File: src/rtl/sensor_scan_if.sv
// Bus bundle between the sensor scan sequencer and its surroundings (mux, thresholds, alarm consumer).
// With SCAN_PEAK_EN defined the bundle also carries peak_clr, peak0 and peak1.
interface sensor_scan_if;
  logic       start;
  logic [7:0] mux_out;
  logic [7:0] lo_th0;
  logic [7:0] hi_th0;
  logic [7:0] lo_th1;
  logic [7:0] hi_th1;
  logic       sel;
  logic [7:0] sample0;
  logic [7:0] sample1;
  logic       valid;
  logic       valid_ch;
  logic       alarm0;
  logic       alarm1;
  logic       busy;
`ifdef SCAN_PEAK_EN
  logic       peak_clr;
  logic [7:0] peak0;
  logic [7:0] peak1;

  modport master (
    output start, mux_out, lo_th0, hi_th0, lo_th1, hi_th1, peak_clr,
    input  sel, sample0, sample1, valid, valid_ch, alarm0, alarm1, busy, peak0, peak1
  );
  modport slave (
    input  start, mux_out, lo_th0, hi_th0, lo_th1, hi_th1, peak_clr,
    output sel, sample0, sample1, valid, valid_ch, alarm0, alarm1, busy, peak0, peak1
  );
`else
  modport master (
    output start, mux_out, lo_th0, hi_th0, lo_th1, hi_th1,
    input  sel, sample0, sample1, valid, valid_ch, alarm0, alarm1, busy
  );
  modport slave (
    input  start, mux_out, lo_th0, hi_th0, lo_th1, hi_th1,
    output sel, sample0, sample1, valid, valid_ch, alarm0, alarm1, busy
  );
`endif
endinterface

File: src/rtl/sensor_scan_ctrl.sv
// Two-channel sensor scan sequencer: select, settle, capture, range-check, alarm with persistence.
// Optional peak tracking (peak_clr/peak0/peak1) is built when SCAN_PEAK_EN is defined.
module sensor_scan_ctrl #(
  parameter int SETTLE  = 2,
  parameter int PERSIST = 3,
  parameter int CW      = 4
) (
  input  logic         clk,
  input  logic         rst,
  sensor_scan_if.slave bus
);

  typedef enum logic [1:0] {
    ST_IDLE    = 2'd0,
    ST_SETTLE  = 2'd1,
    ST_CAPTURE = 2'd2,
    ST_CHECK   = 2'd3
  } state_t;

  localparam logic [CW-1:0] SETTLE_C   = CW'(SETTLE);
  localparam logic [CW-1:0] PERSIST_M1 = CW'(PERSIST - 1);

  // Returns {alarm, cnt} after one sample; a disagreeing sample is in range while alarmed or out while not.
  function automatic logic [CW:0] persist_next(input logic alarm, input logic [CW-1:0] cnt,
                                               input logic in_rng);
    logic [CW:0] r;
    if (in_rng != alarm) begin
      r = {alarm, {CW{1'b0}}};
    end else if (cnt == PERSIST_M1) begin
      r = {~alarm, {CW{1'b0}}};
    end else begin
      r = {alarm, cnt + CW'(1)};
    end
    return r;
  endfunction

  state_t        state_q, state_d;
  logic          ch_q, ch_d;
  logic [CW-1:0] scnt_q, scnt_d;
  logic [7:0]    sample0_q, sample0_d, sample1_q, sample1_d;
  logic          alarm0_q, alarm0_d, alarm1_q, alarm1_d;
  logic [CW-1:0] pcnt0_q, pcnt0_d, pcnt1_q, pcnt1_d;
  logic          valid_q, valid_d, valid_ch_q, valid_ch_d, busy_q, busy_d;
  logic [7:0]    chk_val, chk_lo, chk_hi;
  logic          in_rng;

  // Next-state, capture and alarm persistence.
  always_comb begin
    state_d   = state_q;
    ch_d      = ch_q;
    scnt_d    = scnt_q;
    sample0_d = sample0_q;
    sample1_d = sample1_q;
    alarm0_d  = alarm0_q;
    alarm1_d  = alarm1_q;
    pcnt0_d   = pcnt0_q;
    pcnt1_d   = pcnt1_q;
    chk_val   = ch_q ? sample1_q  : sample0_q;
    chk_lo    = ch_q ? bus.lo_th1 : bus.lo_th0;
    chk_hi    = ch_q ? bus.hi_th1 : bus.hi_th0;
    in_rng    = (chk_lo <= chk_val) && (chk_val <= chk_hi);
    case (state_q)
      ST_IDLE: begin
        ch_d = 1'b0;
        if (bus.start) begin
          if (SETTLE_C == {CW{1'b0}}) begin
            state_d = ST_CAPTURE;
          end else begin
            state_d = ST_SETTLE;
            scnt_d  = SETTLE_C;
          end
        end else begin
          state_d = ST_IDLE;
        end
      end
      ST_SETTLE: begin
        if (scnt_q <= CW'(1)) begin
          state_d = ST_CAPTURE;
          scnt_d  = {CW{1'b0}};
        end else begin
          scnt_d  = scnt_q - CW'(1);
        end
      end
      ST_CAPTURE: begin
        state_d = ST_CHECK;
        if (ch_q) begin
          sample1_d = bus.mux_out;
        end else begin
          sample0_d = bus.mux_out;
        end
      end
      ST_CHECK: begin
        if (ch_q) begin
          {alarm1_d, pcnt1_d} = persist_next(alarm1_q, pcnt1_q, in_rng);
        end else begin
          {alarm0_d, pcnt0_d} = persist_next(alarm0_q, pcnt0_q, in_rng);
        end
        if (bus.start) begin
          ch_d = ~ch_q;
          if (SETTLE_C == {CW{1'b0}}) begin
            state_d = ST_CAPTURE;
          end else begin
            state_d = ST_SETTLE;
            scnt_d  = SETTLE_C;
          end
        end else begin
          ch_d    = 1'b0;
          state_d = ST_IDLE;
        end
      end
      default: begin
        state_d = ST_IDLE;
        ch_d    = 1'b0;
      end
    endcase
    valid_d    = (state_d == ST_CHECK);
    valid_ch_d = ch_d;
    busy_d     = (state_d != ST_IDLE);
  end

  // State and output registers.
  always_ff @(posedge clk) begin
    if (rst) begin
      state_q    <= ST_IDLE;
      ch_q       <= 1'b0;
      scnt_q     <= {CW{1'b0}};
      sample0_q  <= 8'd0;
      sample1_q  <= 8'd0;
      alarm0_q   <= 1'b0;
      alarm1_q   <= 1'b0;
      pcnt0_q    <= {CW{1'b0}};
      pcnt1_q    <= {CW{1'b0}};
      valid_q    <= 1'b0;
      valid_ch_q <= 1'b0;
      busy_q     <= 1'b0;
    end else begin
      state_q    <= state_d;
      ch_q       <= ch_d;
      scnt_q     <= scnt_d;
      sample0_q  <= sample0_d;
      sample1_q  <= sample1_d;
      alarm0_q   <= alarm0_d;
      alarm1_q   <= alarm1_d;
      pcnt0_q    <= pcnt0_d;
      pcnt1_q    <= pcnt1_d;
      valid_q    <= valid_d;
      valid_ch_q <= valid_ch_d;
      busy_q     <= busy_d;
    end
  end

  assign bus.sel      = ch_q;
  assign bus.sample0  = sample0_q;
  assign bus.sample1  = sample1_q;
  assign bus.valid    = valid_q;
  assign bus.valid_ch = valid_ch_q;
  assign bus.alarm0   = alarm0_q;
  assign bus.alarm1   = alarm1_q;
  assign bus.busy     = busy_q;

`ifdef SCAN_PEAK_EN
  logic [7:0] peak0_q, peak0_d, peak1_q, peak1_d;

  // Peak tracking; a clear wins over a same-cycle update.
  always_comb begin
    peak0_d = peak0_q;
    peak1_d = peak1_q;
    if (bus.peak_clr) begin
      peak0_d = 8'd0;
      peak1_d = 8'd0;
    end else if (state_q == ST_CHECK) begin
      if (ch_q) begin
        peak1_d = (sample1_q > peak1_q) ? sample1_q : peak1_q;
      end else begin
        peak0_d = (sample0_q > peak0_q) ? sample0_q : peak0_q;
      end
    end else begin
      peak0_d = peak0_q;
    end
  end

  // Peak registers.
  always_ff @(posedge clk) begin
    if (rst) begin
      peak0_q <= 8'd0;
      peak1_q <= 8'd0;
    end else begin
      peak0_q <= peak0_d;
      peak1_q <= peak1_d;
    end
  end

  assign bus.peak0 = peak0_q;
  assign bus.peak1 = peak1_q;
`endif

endmodule
File: src/flat_wrapper.sv
// flat-port wrapper written by rule: the top's interface ports become plain ports
module sensor_scan_ctrl_flat 
#(
  parameter int SETTLE  = 2,
  parameter int PERSIST = 3,
  parameter int CW      = 4
)
  (clk, rst, bus_start, bus_mux_out, bus_lo_th0, bus_hi_th0, bus_lo_th1, bus_hi_th1, bus_sel, bus_sample0, bus_sample1, bus_valid, bus_valid_ch, bus_alarm0, bus_alarm1, bus_busy);
  sensor_scan_if bus_i ();
  input  logic clk;
  input  logic rst;
  input wire logic [$bits(bus_i.start)-1:0] bus_start;
  input wire logic [$bits(bus_i.mux_out)-1:0] bus_mux_out;
  input wire logic [$bits(bus_i.lo_th0)-1:0] bus_lo_th0;
  input wire logic [$bits(bus_i.hi_th0)-1:0] bus_hi_th0;
  input wire logic [$bits(bus_i.lo_th1)-1:0] bus_lo_th1;
  input wire logic [$bits(bus_i.hi_th1)-1:0] bus_hi_th1;
  output wire logic [$bits(bus_i.sel)-1:0] bus_sel;
  output wire logic [$bits(bus_i.sample0)-1:0] bus_sample0;
  output wire logic [$bits(bus_i.sample1)-1:0] bus_sample1;
  output wire logic [$bits(bus_i.valid)-1:0] bus_valid;
  output wire logic [$bits(bus_i.valid_ch)-1:0] bus_valid_ch;
  output wire logic [$bits(bus_i.alarm0)-1:0] bus_alarm0;
  output wire logic [$bits(bus_i.alarm1)-1:0] bus_alarm1;
  output wire logic [$bits(bus_i.busy)-1:0] bus_busy;
  assign bus_i.start = bus_start;
  assign bus_i.mux_out = bus_mux_out;
  assign bus_i.lo_th0 = bus_lo_th0;
  assign bus_i.hi_th0 = bus_hi_th0;
  assign bus_i.lo_th1 = bus_lo_th1;
  assign bus_i.hi_th1 = bus_hi_th1;
  assign bus_sel = bus_i.sel;
  assign bus_sample0 = bus_i.sample0;
  assign bus_sample1 = bus_i.sample1;
  assign bus_valid = bus_i.valid;
  assign bus_valid_ch = bus_i.valid_ch;
  assign bus_alarm0 = bus_i.alarm0;
  assign bus_alarm1 = bus_i.alarm1;
  assign bus_busy = bus_i.busy;
  sensor_scan_ctrl #(.SETTLE(SETTLE), .PERSIST(PERSIST), .CW(CW)) u_core (.clk(clk), .rst(rst), .bus(bus_i));
endmodule
File: config.mk
export PLATFORM = sky130hd
export DESIGN_NAME = sensor_scan_ctrl_flat
export DESIGN_NICKNAME = d
export VERILOG_FILES = /design/src/rtl/sensor_scan_if.sv /design/src/rtl/sensor_scan_ctrl.sv /design/src/flat_wrapper.sv
export SDC_FILE = /design/constraint.sdc
export NUM_CORES = 1
export LEC_CHECK = 0
export CELL_PAD_IN_SITES_DETAIL_PLACEMENT = 0
export CELL_PAD_IN_SITES_GLOBAL_PLACEMENT = 1
export CORE_MARGIN = 8
export CORE_UTILIZATION = 35
export DETAILED_ROUTE_END_ITERATION = 12
export PLACE_DENSITY_LB_ADDON = 0.15
export SETUP_SLACK_MARGIN = 0.5
export SLEW_MARGIN = 40
export SYNTH_ARGS = -nofsm -noshare
export SYNTH_HDL_FRONTEND = slang
export SYNTH_SLANG_ARGS = --single-unit
File: constraint.sdc
create_clock -name clk -period 3.5 [get_ports clk]
set_input_delay 0.35 -clock clk [delete_from_list [all_inputs] [get_ports clk]]
set_output_delay 0.35 -clock clk [all_outputs]
set_load 0.01 [all_outputs]
==> results.json, run 1 <==
{
  "clockBufferDepth": 2,
  "grt_util_all_layers_pct": 13.3,
  "drive_above_1_share_pct": 9.76,
  "slew_violations": 0,
  "core_area_mm2": 0.00628,
  "crit_buf_inv": 1,
  "p_leak_nw": 1.16,
  "n_antenna_cell": 0,
  "place_hpwl_um": 4560,
  "tns_ns": 0,
  "grt_first_pass_wirelength_um": 9700,
  "synthCells": 266,
  "die_x_um": 96.2,
  "worstSetupPathType": "reg2reg",
  "clkSinkCount": 35,
  "multi_input_area_mm2": 0.00144,
  "yosysTopAreaCellShare_pct": 31.1,
  "pin_count": 65,
  "n_fill_cell": 609,
  "post_cts_buffers": 0,
  "async_flop_share_pct": 0,
  "worst_pin_slew_ns": 0.790,
  "worst-path-stages": 10,
  "cts_resized": 0,
  "htreeDepth": 2,
  "crit_family": "flip-flops",
  "syn_to_final_growth_pct": 36.4,
  "seqCellArea_um2": 704,
  "rsz0062_at_grt": "false",
  "path_cells": "mux2i_1 -> inv_1 -> ha_1 -> nor2b_4 -> o211ai_2 -> a21oi_2 -> o22ai_2 -> nand2_4 -> xor2_2 -> a32o_1",
  "synth.cell_area_mm2": 0.00225,
  "synth_top_cells_by_area": "dfxtp_1 31%, ha_1 14%, a21oi_1 7.1%",
  "clkTransAtPathRegs_ns": 0.07,
  "rr_worst_depth": 10,
  "drt-initial-drc-count": 66,
  "worst_r2r_endpoint": "u_core.pcnt0_q[0]$_SDFFE_PP0P_",
  "layout.nets": 395,
  "synth_cell_types": 41,
  "grt_pass1_vias": 1974,
  "synth-edff-count": 0,
  "synth_area_leader_cell": "dfxtp_1",
  "fin_cells": 405,
  "grt_max_degree": 39,
  "crit_fanout": 38,
  "power.density_mw_per_mm2": 452,
  "peakVddDrop_v": 0.000461,
  "status": "finished, final reports clean",
  "finalHoldViolCount": 0,
  "min_period_ns": 2.60,
  "syn_area_per_cell_um2": 8.46,
  "root_buffer": "clkbuf_8",
  "drc": 0,
  "fmax_mhz": 385,
  "slew_headroom_pct": 47.1,
  "worstSetupStartpointType": "register",
  "viasPerCell": 4.99,
  "gr-total-overflow": 0,
  "finalPower_w": 0.00139,
  "routedWlPerCell_um": 14.7,
  "hold_slack_ns": 0.475,
  "fin_crit_sh_pct": 74.2,
  "synth_warnings": 0,
  "routed-via-count": 2020,
  "crit_path_end_kind": "register",
  "drtAntennaViolNets": 0,
  "dieArea_mm2": 0.00925,
  "hold_buffers": 0,
  "reg2reg_slack_ns": 0.90,
  "firstDrtPassIters": 4,
  "slowest_delay_ns": 0.69,
  "grt_antenna_before_repair": 0,
  "cap_violations": 0,
  "holdCritPathClass": "reg2reg",
  "hold_depth": 2,
  "cts_buffers": 5,
  "slowest_stage": "dfxtp_4",
  "synth_common_cells": "38 x nand2_1, 35 x dfxtp_1, 32 x a21oi_1",
  "die_h_um": 96.2,
  "utilization_pct": 48.9,
  "initial_core_util_pct": 35.9,
  "worstHoldStart": "u_core.bus.sample0[2]$_SDFFE_PP0P_",
  "synth.most_common_cell": "nand2_1",
  "rows": 29,
  "required_ns": 3.68,
  "insertion_delay_ns": 0.29,
  "ys_seq_area_share_pct": 31.1,
  "arrival_ns": 2.78,
  "r2r_start": "u_core.bus.sel$_SDFFE_PP0N_",
  "setup_violations": 0,
  "routabilityCongestion": 0.789,
  "ys.flop_type": "dfxtp_1",
  "ys_ff_latch": 35,
  "min_to": "u_core.bus.sample0[2]$_SDFFE_PP0P_",
  "wl_um": 5930,
  "finClkSkew_ns": 0.00859,
  "port_buffers": 64,
  "synth_nets": 334,
  "dp.cells": 397,
  "cts_tree": "built"
}
## kinds of logic after synthesis
logic type / share of synthesized area, %
and+or+nand+nor: 20.7
AOI/OAI and AO/OA: 16.6
DFF: 31.1
buffers and inverters: 5.11
adders and majority gates: 13.9
muxes: 11.1
xor gates and xnor gates: 1.45
## power breakdown
part | leakage, nW | switching (W) | internal, W | total (W)
combinational | 0.811 | 0.000280 | 0.000244 | 0.000524
clock | 0.0612 | 0.000147 | 0.000230 | 0.000377
sequential | 0.284 | 0.0000407 | 0.000444 | 0.000485
total | 1.16 | 0.000468 | 0.000918 | 0.00139
## metrics by stage
| stage | setup WS [ns] | cell area, um2 |
|---|---|---|
| 2_1_floorplan | 0.864 | 2250 |
| 3_3_place_gp | 0.612 | 2950 |
| 3_5_place_dp | 0.892 | 2950 |
| 4_1_cts | 0.857 | 3070 |
| 5_1_grt | 0.735 | 3070 |
| 6_report | 0.904 | 3070 |
## metal layers
metal / share of wire [%] / wire length, um / vias up / track usage (%)
met3: 7.8 / 462 / 5 / 4.29
met2: 42 / 2490 / 46 / 20.5
met1: 49 / 2920 / 919 / 17.1
met4: 0.94 / 56 / 0 / 4.23
li1: - / - / 1050 / -
met5: 0 / 0 / - / 0
## worst max-delay path by stage
stage / to / startpoint / slack (ns)
floorplan: u_core.pcnt0_q[0]$_SDFFE_PP0P_ / u_core.bus.sel$_SDFFE_PP0N_ / 0.86
global placement: u_core.pcnt1_q[2]$_SDFFE_PP0P_ / u_core.bus.sel$_SDFFE_PP0N_ / 0.61
detailed placement: u_core.pcnt0_q[0]$_SDFFE_PP0P_ / u_core.bus.sel$_SDFFE_PP0N_ / 0.89
CTS: u_core.pcnt0_q[0]$_SDFFE_PP0P_ / u_core.bus.sel$_SDFFE_PP0N_ / 0.86
global route: u_core.pcnt0_q[0]$_SDFFE_PP0P_ / u_core.bus.sel$_SDFFE_PP0N_ / 0.74
finish: u_core.pcnt0_q[0]$_SDFFE_PP0P_ / u_core.bus.sel$_SDFFE_PP0N_ / 0.90
## area by class of cell
cell class                 count  area share [%]
clock inverter                 2            1.14
multi-input combinational    203            46.8
clock buffer                   6            2.69
inverter                      16            1.96
timing repair buffer          66            21.4
tap                           77            3.14
sequential                    35            23.0
## layout by cell type, fill, tap and decap left out, types with 4 or more instances in the layout
cell type and instances:
nor2b_1 6, mux2_2 8, nor3_1 5, clkbuf_8 6, nand2_1 38, o21ai_1 4
mux2i_1 16, clkdlybuf4s50_1 64, a21oi_1 32, nand4_1 4, inv_1 16, ha_1 25
dfxtp_1 34, nor2_1 14, nand2b_1 4, nand3_1 13
## worst register-to-register path: cells and delay by family (launching register included)
kind	cells	cell delay, ns
DFF	1	0.69
AOI/OAI and AO/OA	4	0.62
muxes	1	0.37
adders and majority gates	1	0.31
and+or+nand+nor	2	0.23
xor gates and xnor gates	1	0.18
buffers and inverters	1	0.08
## registers in the layout, summed over array words and instances (netlist names)
| register | cells |
|---|---|
| u_core.pcnt1_q | 4 |
| u_core.state_q | 2 |
| u_core.bus.valid | 1 |
| u_core.bus.sel | 1 |
| u_core.pcnt0_q | 4 |
| u_core.scnt_q | 4 |
| u_core.bus.sample0 | 8 |
| u_core.bus.busy | 1 |
| u_core.bus.alarm1 | 1 |
| u_core.bus.alarm0 | 1 |
| u_core.bus.sample1 | 8 |
No activity file was read; power rests on OpenSTA's default activity.
==> run 2, diff against run 1 <==
==> constraint.sdc (replaced) <==
create_clock -name clk -period 2.4 [get_ports clk]
set_input_delay 0.24 -clock clk [delete_from_list [all_inputs] [get_ports clk]]
set_output_delay 0.24 -clock clk [all_outputs]
set_load 0.01 [all_outputs]
==> run 2 against run 1 <==
  * First-iteration DRC count decreased by 12%
  * Largest power group unchanged
  * Fmax increased by 12%
  * Total power increased by 45%
  * Critical endpoint unchanged
  * Global-route usage increased by 0.36 points
  * Sequential share of layout area decreased by 1.6 points
  * Worst setup slack got worse by 0.82 ns
  * Sequential power increased by 45%
  * Final cell count increased by 4.0%
==> results.json, run 2 (synthesis gave the netlist of run 1 again) <==
{
  "status": "finished, final reports clean",
  "insertion_delay_ns": 0.29,
  "viasPerCell": 4.95,
  "finClkSkew_ns": 0.00792,
  "die_h_um": 96.2,
  "initial_core_util_pct": 35.9,
  "hold_buffers": 0,
  "dp.cells": 406,
  "grt_first_pass_wirelength_um": 10100,
  "port_buffers": 64,
  "p_sw_w": 0.000723,
  "grt_util_all_layers_pct": 13.7,
  "rows": 29,
  "cts_buffers": 5,
  "r2r_start": "u_core.bus.sel$_SDFFE_PP0N_",
  "wl_um": 6140,
  "grt_pass1_vias": 2106,
  "switching_share_pct": 36.0,
  "routed-via-count": 2085,
  "n_fill_cell": 609,
  "fmax_mhz": 432,
  "drt-initial-drc-count": 58,
  "finalHoldViolCount": 0,
  "worstSetupPathType": "reg2reg",
  "p_leak_nw": 1.25,
  "peakVddDrop_v": 0.000392,
  "worstSetupStartpointType": "register",
  "arrival_ns": 2.50,
  "slew_violations": 0,
  "clockPowerShare_pct": 21.0,
  "final_common_cell": "clkdlybuf4s50_1",
  "grt_max_degree": 22,
  "crit_fanout": 7,
  "min_period_ns": 2.32,
  "firstDrtPassIters": 4,
  "worst_pin_slew_ns": 0.645,
  "die_x_um": 96.2,
  "root_buffer": "clkbuf_8",
  "setup_violations": 0,
  "drtAntennaViolNets": 0,
  "n_antenna_cell": 0,
  "p_seq_share_pct": 35.1,
  "cts_tree": "built",
  "internal-power_w": 0.00128,
  "cp-startpoint": "u_core.bus.sel$_SDFFE_PP0N_",
  "final_cell_mix": "64 x clkdlybuf4s50_1, 38 x nand2_1, 34 x dfxtp_1",
  "fin_cells": 421,
  "drc": 0,
  "cap_violations": 0,
  "layout.nets": 411,
  "pin_count": 65,
  "rsz0062_at_grt": "true",
  "crit_path_end_kind": "register",
  "worstHoldStart": "u_core.bus.sample1[0]$_SDFFE_PP0P_",
  "routedWlPerCell_um": 14.6,
  "holdCritPathClass": "reg2reg",
  "dieArea_mm2": 0.00925,
  "drive_above_1_share_pct": 16.9,
  "clkTransAtPathRegs_ns": 0.08,
  "slew_headroom_pct": 56.9,
  "htreeDepth": 2,
  "core_area_mm2": 0.00628,
  "p_comb_share_pct": 43.9,
  "grt_antenna_before_repair": 0,
  "fin_crit_sh_pct": 96.5,
  "finalPower_w": 0.00201,
  "routabilityCongestion": 0.819,
  "gr-total-overflow": 0,
  "syn_to_final_growth_pct": 46.7,
  "power.density_mw_per_mm2": 608,
  "place_hpwl_um": 4680,
  "clkSinkCount": 35,
  "required_ns": 2.58,
  "clockBufferDepth": 2
}
run 2: changes by cell type in the layout (fill, tap and decap cells not counted), moves of 3 or more:
cell and delta:
buf_4 +12, ha_1 -3, mux2i_1 -6, mux2i_2 +4
run 2: path summary, 6_finish.rpt:
kind	endpoint	slack, ns	cells after the start
worst max-delay path	u_core.pcnt0_q[0]$_SDFFE_PP0P_	0.08	11
worst min-delay path	u_core.bus.sample1[0]$_SDFFE_PP0P_	0.49	2
worst max register to register	u_core.pcnt0_q[0]$_SDFFE_PP0P_	0.08	11
worst min register to register	u_core.bus.sample1[0]$_SDFFE_PP0P_	0.49	2
run 2: per-stage QoR:
step | setup TNS [ns] | worst slack, ns | area, um2 | hold WS (ns) | utilization [%]
final | 0 | 0.0839 | 3300 | 0.485 | 52.6
after global routing | -0.139 | -0.0409 | 3300 | 0.518 | 52.6
after CTS | 0 | 0.0865 | 3280 | 0.480 | 52.2
after detailed placement | -0.0834 | -0.0216 | 3050 | 0.466 | 48.6
after global placement | 0 | 0.0314 | 3050 | 0.463 | 48.6
after floorplan | 0 | 0.0687 | 2310 | 0.376 | -
run 2: cell type report:
cell class / instances / area, um2 / share of cell area [%]
clock buffer: 7 / 76.3 / 2.31
inverter: 16 / 60.1 / 1.82
tap: 77 / 96.3 / 2.92
timing repair buffer: 82 / 816 / 24.7
multi-input combinational: 203 / 1540 / 46.8
sequential: 35 / 704 / 21.3
clock inverter: 1 / 5.00 / 0.152
run 2: power groups by stage:
stage	Combinational [W]	Sequential [W]	Clock [W]
final	0.000882	0.000704	0.000422
after CTS	0.000881	0.000706	0.000433
after global placement	0.000806	0.000719	0
after detailed placement	0.000813	0.000720	0
after floorplan	0.000514	0.000720	0
after global routing	0.000982	0.000718	0.000460
run 2: layer usage:
metal	track usage, %	vias to the layer above	routed length (um)
li1	-	1089	-
met3	3.28	7	436
met1	16.3	945	2710
met2	23.4	44	2930
met4	4.23	0	66
met5	0	-	0
run 2: critical path, cell delays in order, from the launching register on:
cell and delay, ns:
dfxtp_4 0.41, buf_12 0.15, buf_8 0.12, mux2i_1 0.19, ha_1 0.26, nor2b_4 0.13
o211ai_2 0.14, a21oi_2 0.07, o22ai_2 0.20, nand2_4 0.13, xor2_4 0.18, a32o_1 0.22
run 2: timing repair:
item / in CTS / in global routing
setup buffers: 6 / 1
pin swaps: 6 / 7
endpoints found under the hold margin: 0 / 0
setup endpoints to repair: 10 / 11
gates resized for setup: 12 / 5
==> run 3, diff against run 2 <==
--- a/config.mk
+++ b/config.mk
@@ -5,9 +5,9 @@
 export SDC_FILE = /design/constraint.sdc
 export NUM_CORES = 1
 export LEC_CHECK = 0
-export CELL_PAD_IN_SITES_DETAIL_PLACEMENT = 0
+export CELL_PAD_IN_SITES_DETAIL_PLACEMENT = 1
 export CELL_PAD_IN_SITES_GLOBAL_PLACEMENT = 1
-export CORE_MARGIN = 8
+export CORE_MARGIN = 2
 export CORE_UTILIZATION = 35
 export DETAILED_ROUTE_END_ITERATION = 12
 export PLACE_DENSITY_LB_ADDON = 0.15
==> run 3 against run 2 <==
  * Hold slack better by 0.0081 ns
  * Sequential power up 0.7%
  * Register-to-register slack worse by 0.04 ns
  * Non-clock buffer count up 2
  * Count of clock-buffer cells in the layout down 1
  * Final cell count up 0.48%
  * Routed wire length up 14%
  * Sequential share of layout area down 0.87 points
  * Clock skew up 0.0023 ns
  * Largest power group unchanged
==> results.json, run 3 (synthesis gave the netlist of run 1 again) <==
{
  "grt_util_all_layers_pct": 18.7,
  "grt_first_pass_wirelength_um": 10800,
  "final_cell_mix": "64 x clkdlybuf4s50_1, 38 x nand2_1, 34 x dfxtp_1",
  "peakVddDrop_v": 0.000378,
  "firstDrtPassIters": 4,
  "setup_violations": 0,
  "dp.cells": 406,
  "viasPerCell": 5.17,
  "slew_violations": 0,
  "status": "finished, final reports clean",
  "rsz0062_at_grt": "true",
  "core_area_mm2": 0.00628,
  "p_comb_share_pct": 42.9,
  "initial_core_util_pct": 35.9,
  "dieArea_mm2": 0.00709,
  "slowest_stage": "dfxtp_4",
  "dp_slack_ns": -0.0941,
  "clkSinkCount": 35,
  "routabilityCongestion": 0.810,
  "cap_violations": 0,
  "required_ns": 2.58,
  "layout.nets": 413,
  "n_fill_cell": 742,
  "drive_above_1_share_pct": 20.2,
  "cts_tree": "built",
  "worst_pin_slew_ns": 0.520,
  "min_period_ns": 2.36,
  "utilization_pct": 54.8,
  "switching_share_pct": 34.7,
  "cts_buffers": 5,
  "fin_crit_sh_pct": 98.2,
  "finalHoldViolCount": 0,
  "arrival_ns": 2.53,
  "fin_ws_ns": 0.0433,
  "worstSetupStartpointType": "register",
  "finClkSkew_ns": 0.0102,
  "p_leak_nw": 1.27,
  "root_buffer": "clkbuf_8",
  "routedWlPerCell_um": 16.5,
  "power.density_mw_per_mm2": 647,
  "fmax_mhz": 424,
  "die_h_um": 84.2,
  "drc": 0,
  "port_buffers": 64,
  "crit_family": "compound AO/OA/AOI/OAI gates",
  "crit_buf_inv": 1,
  "p_seq_share_pct": 31.9,
  "final_common_cell": "clkdlybuf4s50_1",
  "clockBufferDepth": 2,
  "holdCritPathClass": "reg2reg",
  "clkTransAtPathRegs_ns": 0.08,
  "slew_headroom_pct": 65.2,
  "drt-initial-drc-count": 61,
  "grt_max_degree": 19,
  "rows": 29,
  "gr-total-overflow": 0,
  "grt_antenna_before_repair": 0,
  "htreeDepth": 2,
  "grt_pass1_vias": 2273,
  "n_antenna_cell": 0,
  "p_sw_w": 0.000772,
  "routed-via-count": 2185,
  "fin_cells": 423,
  "clockPowerShare_pct": 25.2,
  "slowest_delay_ns": 0.42,
  "crit_path_end_kind": "register",
  "pin_count": 65,
  "syn_to_final_growth_pct": 52.9,
  "internal-power_w": 0.00145,
  "die_x_um": 84.2,
  "drtAntennaViolNets": 0,
  "crit_fanout": 10,
  "worstSetupPathType": "reg2reg",
  "place_hpwl_um": 4790,
  "wl_um": 6990,
  "path_cells": "buf_12 -> mux2_2 -> ha_1 -> a21oi_1 -> o21ai_1 -> o22ai_2 -> nand2_4 -> xor2_4 -> a32o_1",
  "insertion_delay_ns": 0.28
}
-- run 3: cell types whose count changed in the layout (fill, tap and decap cells not counted), moves of 2 or more --
cell      change
inv_2         +2
mux2i_1       -3
clkbuf_1      -2
buf_6         +2
inv_1         -2
ha_4          +4
buf_4         +2
buf_8         -2
mux2i_4       +4
ha_1          -3
-- run 3: power by group through the flow --
stage	sequential [W]	clock (W)	combinational, W
2_1_floorplan	0.000720	0	0.000514
3_3_place_gp	0.000720	0	0.000811
3_5_place_dp	0.000720	0	0.000835
4_1_cts	0.000704	0.000586	0.000899
5_1_grt	0.000719	0.000609	0.00106
6_report	0.000709	0.000561	0.000956
-- run 3: area by class of cell --
type | instances | area [um2] | share of cell area, %
Clock buffer | 6 | 82.6 | 2.40
Clock inverter | 2 | 38.8 | 1.13
Inverter | 16 | 60.1 | 1.74
Multi-Input combinational cell | 203 | 1640 | 47.5
Sequential cell | 35 | 704 | 20.5
Tap cell | 77 | 96.3 | 2.80
Timing Repair Buffer | 84 | 823 | 23.9
-- run 3: routing by layer --
| metal | vias to the layer above | wire length [um] | GRT usage (%) |
|---|---|---|---|
| met5 | - | 0 | 0 |
| met4 | 0 | 97 | 4.99 |
| met3 | 8 | 263 | 3.34 |
| met2 | 49 | 3670 | 34.1 |
| met1 | 1040 | 2960 | 22.5 |
| li1 | 1088 | - | - |
-- run 3: worst register-to-register path, cell delays in order (launching register included) --
cell and delay (ns):
dfxtp_4 0.42, buf_12 0.16, mux2_2 0.34, ha_1 0.32
a21oi_1 0.17, o21ai_1 0.10, o22ai_2 0.21, nand2_4 0.13
xor2_4 0.18, a32o_1 0.22
-- run 3: final timing paths --
kind	start	to	slack, ns	cells past startpoint
worst max register to register	u_core.bus.sel$_SDFFE_PP0N_	u_core.pcnt0_q[1]$_SDFFE_PP0P_	0.04	9
worst min register to register	u_core.bus.sample0[0]$_SDFFE_PP0P_	u_core.bus.sample0[0]$_SDFFE_PP0P_	0.49	2
worst min-delay path	u_core.bus.sample0[0]$_SDFFE_PP0P_	u_core.bus.sample0[0]$_SDFFE_PP0P_	0.49	2
worst max-delay path	u_core.bus.sel$_SDFFE_PP0N_	u_core.pcnt0_q[1]$_SDFFE_PP0P_	0.04	9
-- run 3: stage by stage --
step | hold WS [ns] | setup TNS (ns) | instance area (um2) | power [W]
2_1_floorplan | 0.376 | 0 | 2310 | 0.00123
3_3_place_gp | 0.465 | 0 | 3050 | 0.00153
3_5_place_dp | 0.469 | -0.529 | 3050 | 0.00156
4_1_cts | 0.488 | 0 | 3320 | 0.00219
5_1_grt | 0.537 | -0.216 | 3440 | 0.00239
6_report | 0.493 | 0 | 3440 | 0.00223
-- run 3: what timing repair did --
item	in CTS	in global routing
gates cloned	0	0
resized for setup	12	17
endpoints found under the setup margin	10	10
setup buffers	6	3
hold buffers	0	0
pin swaps	6	6
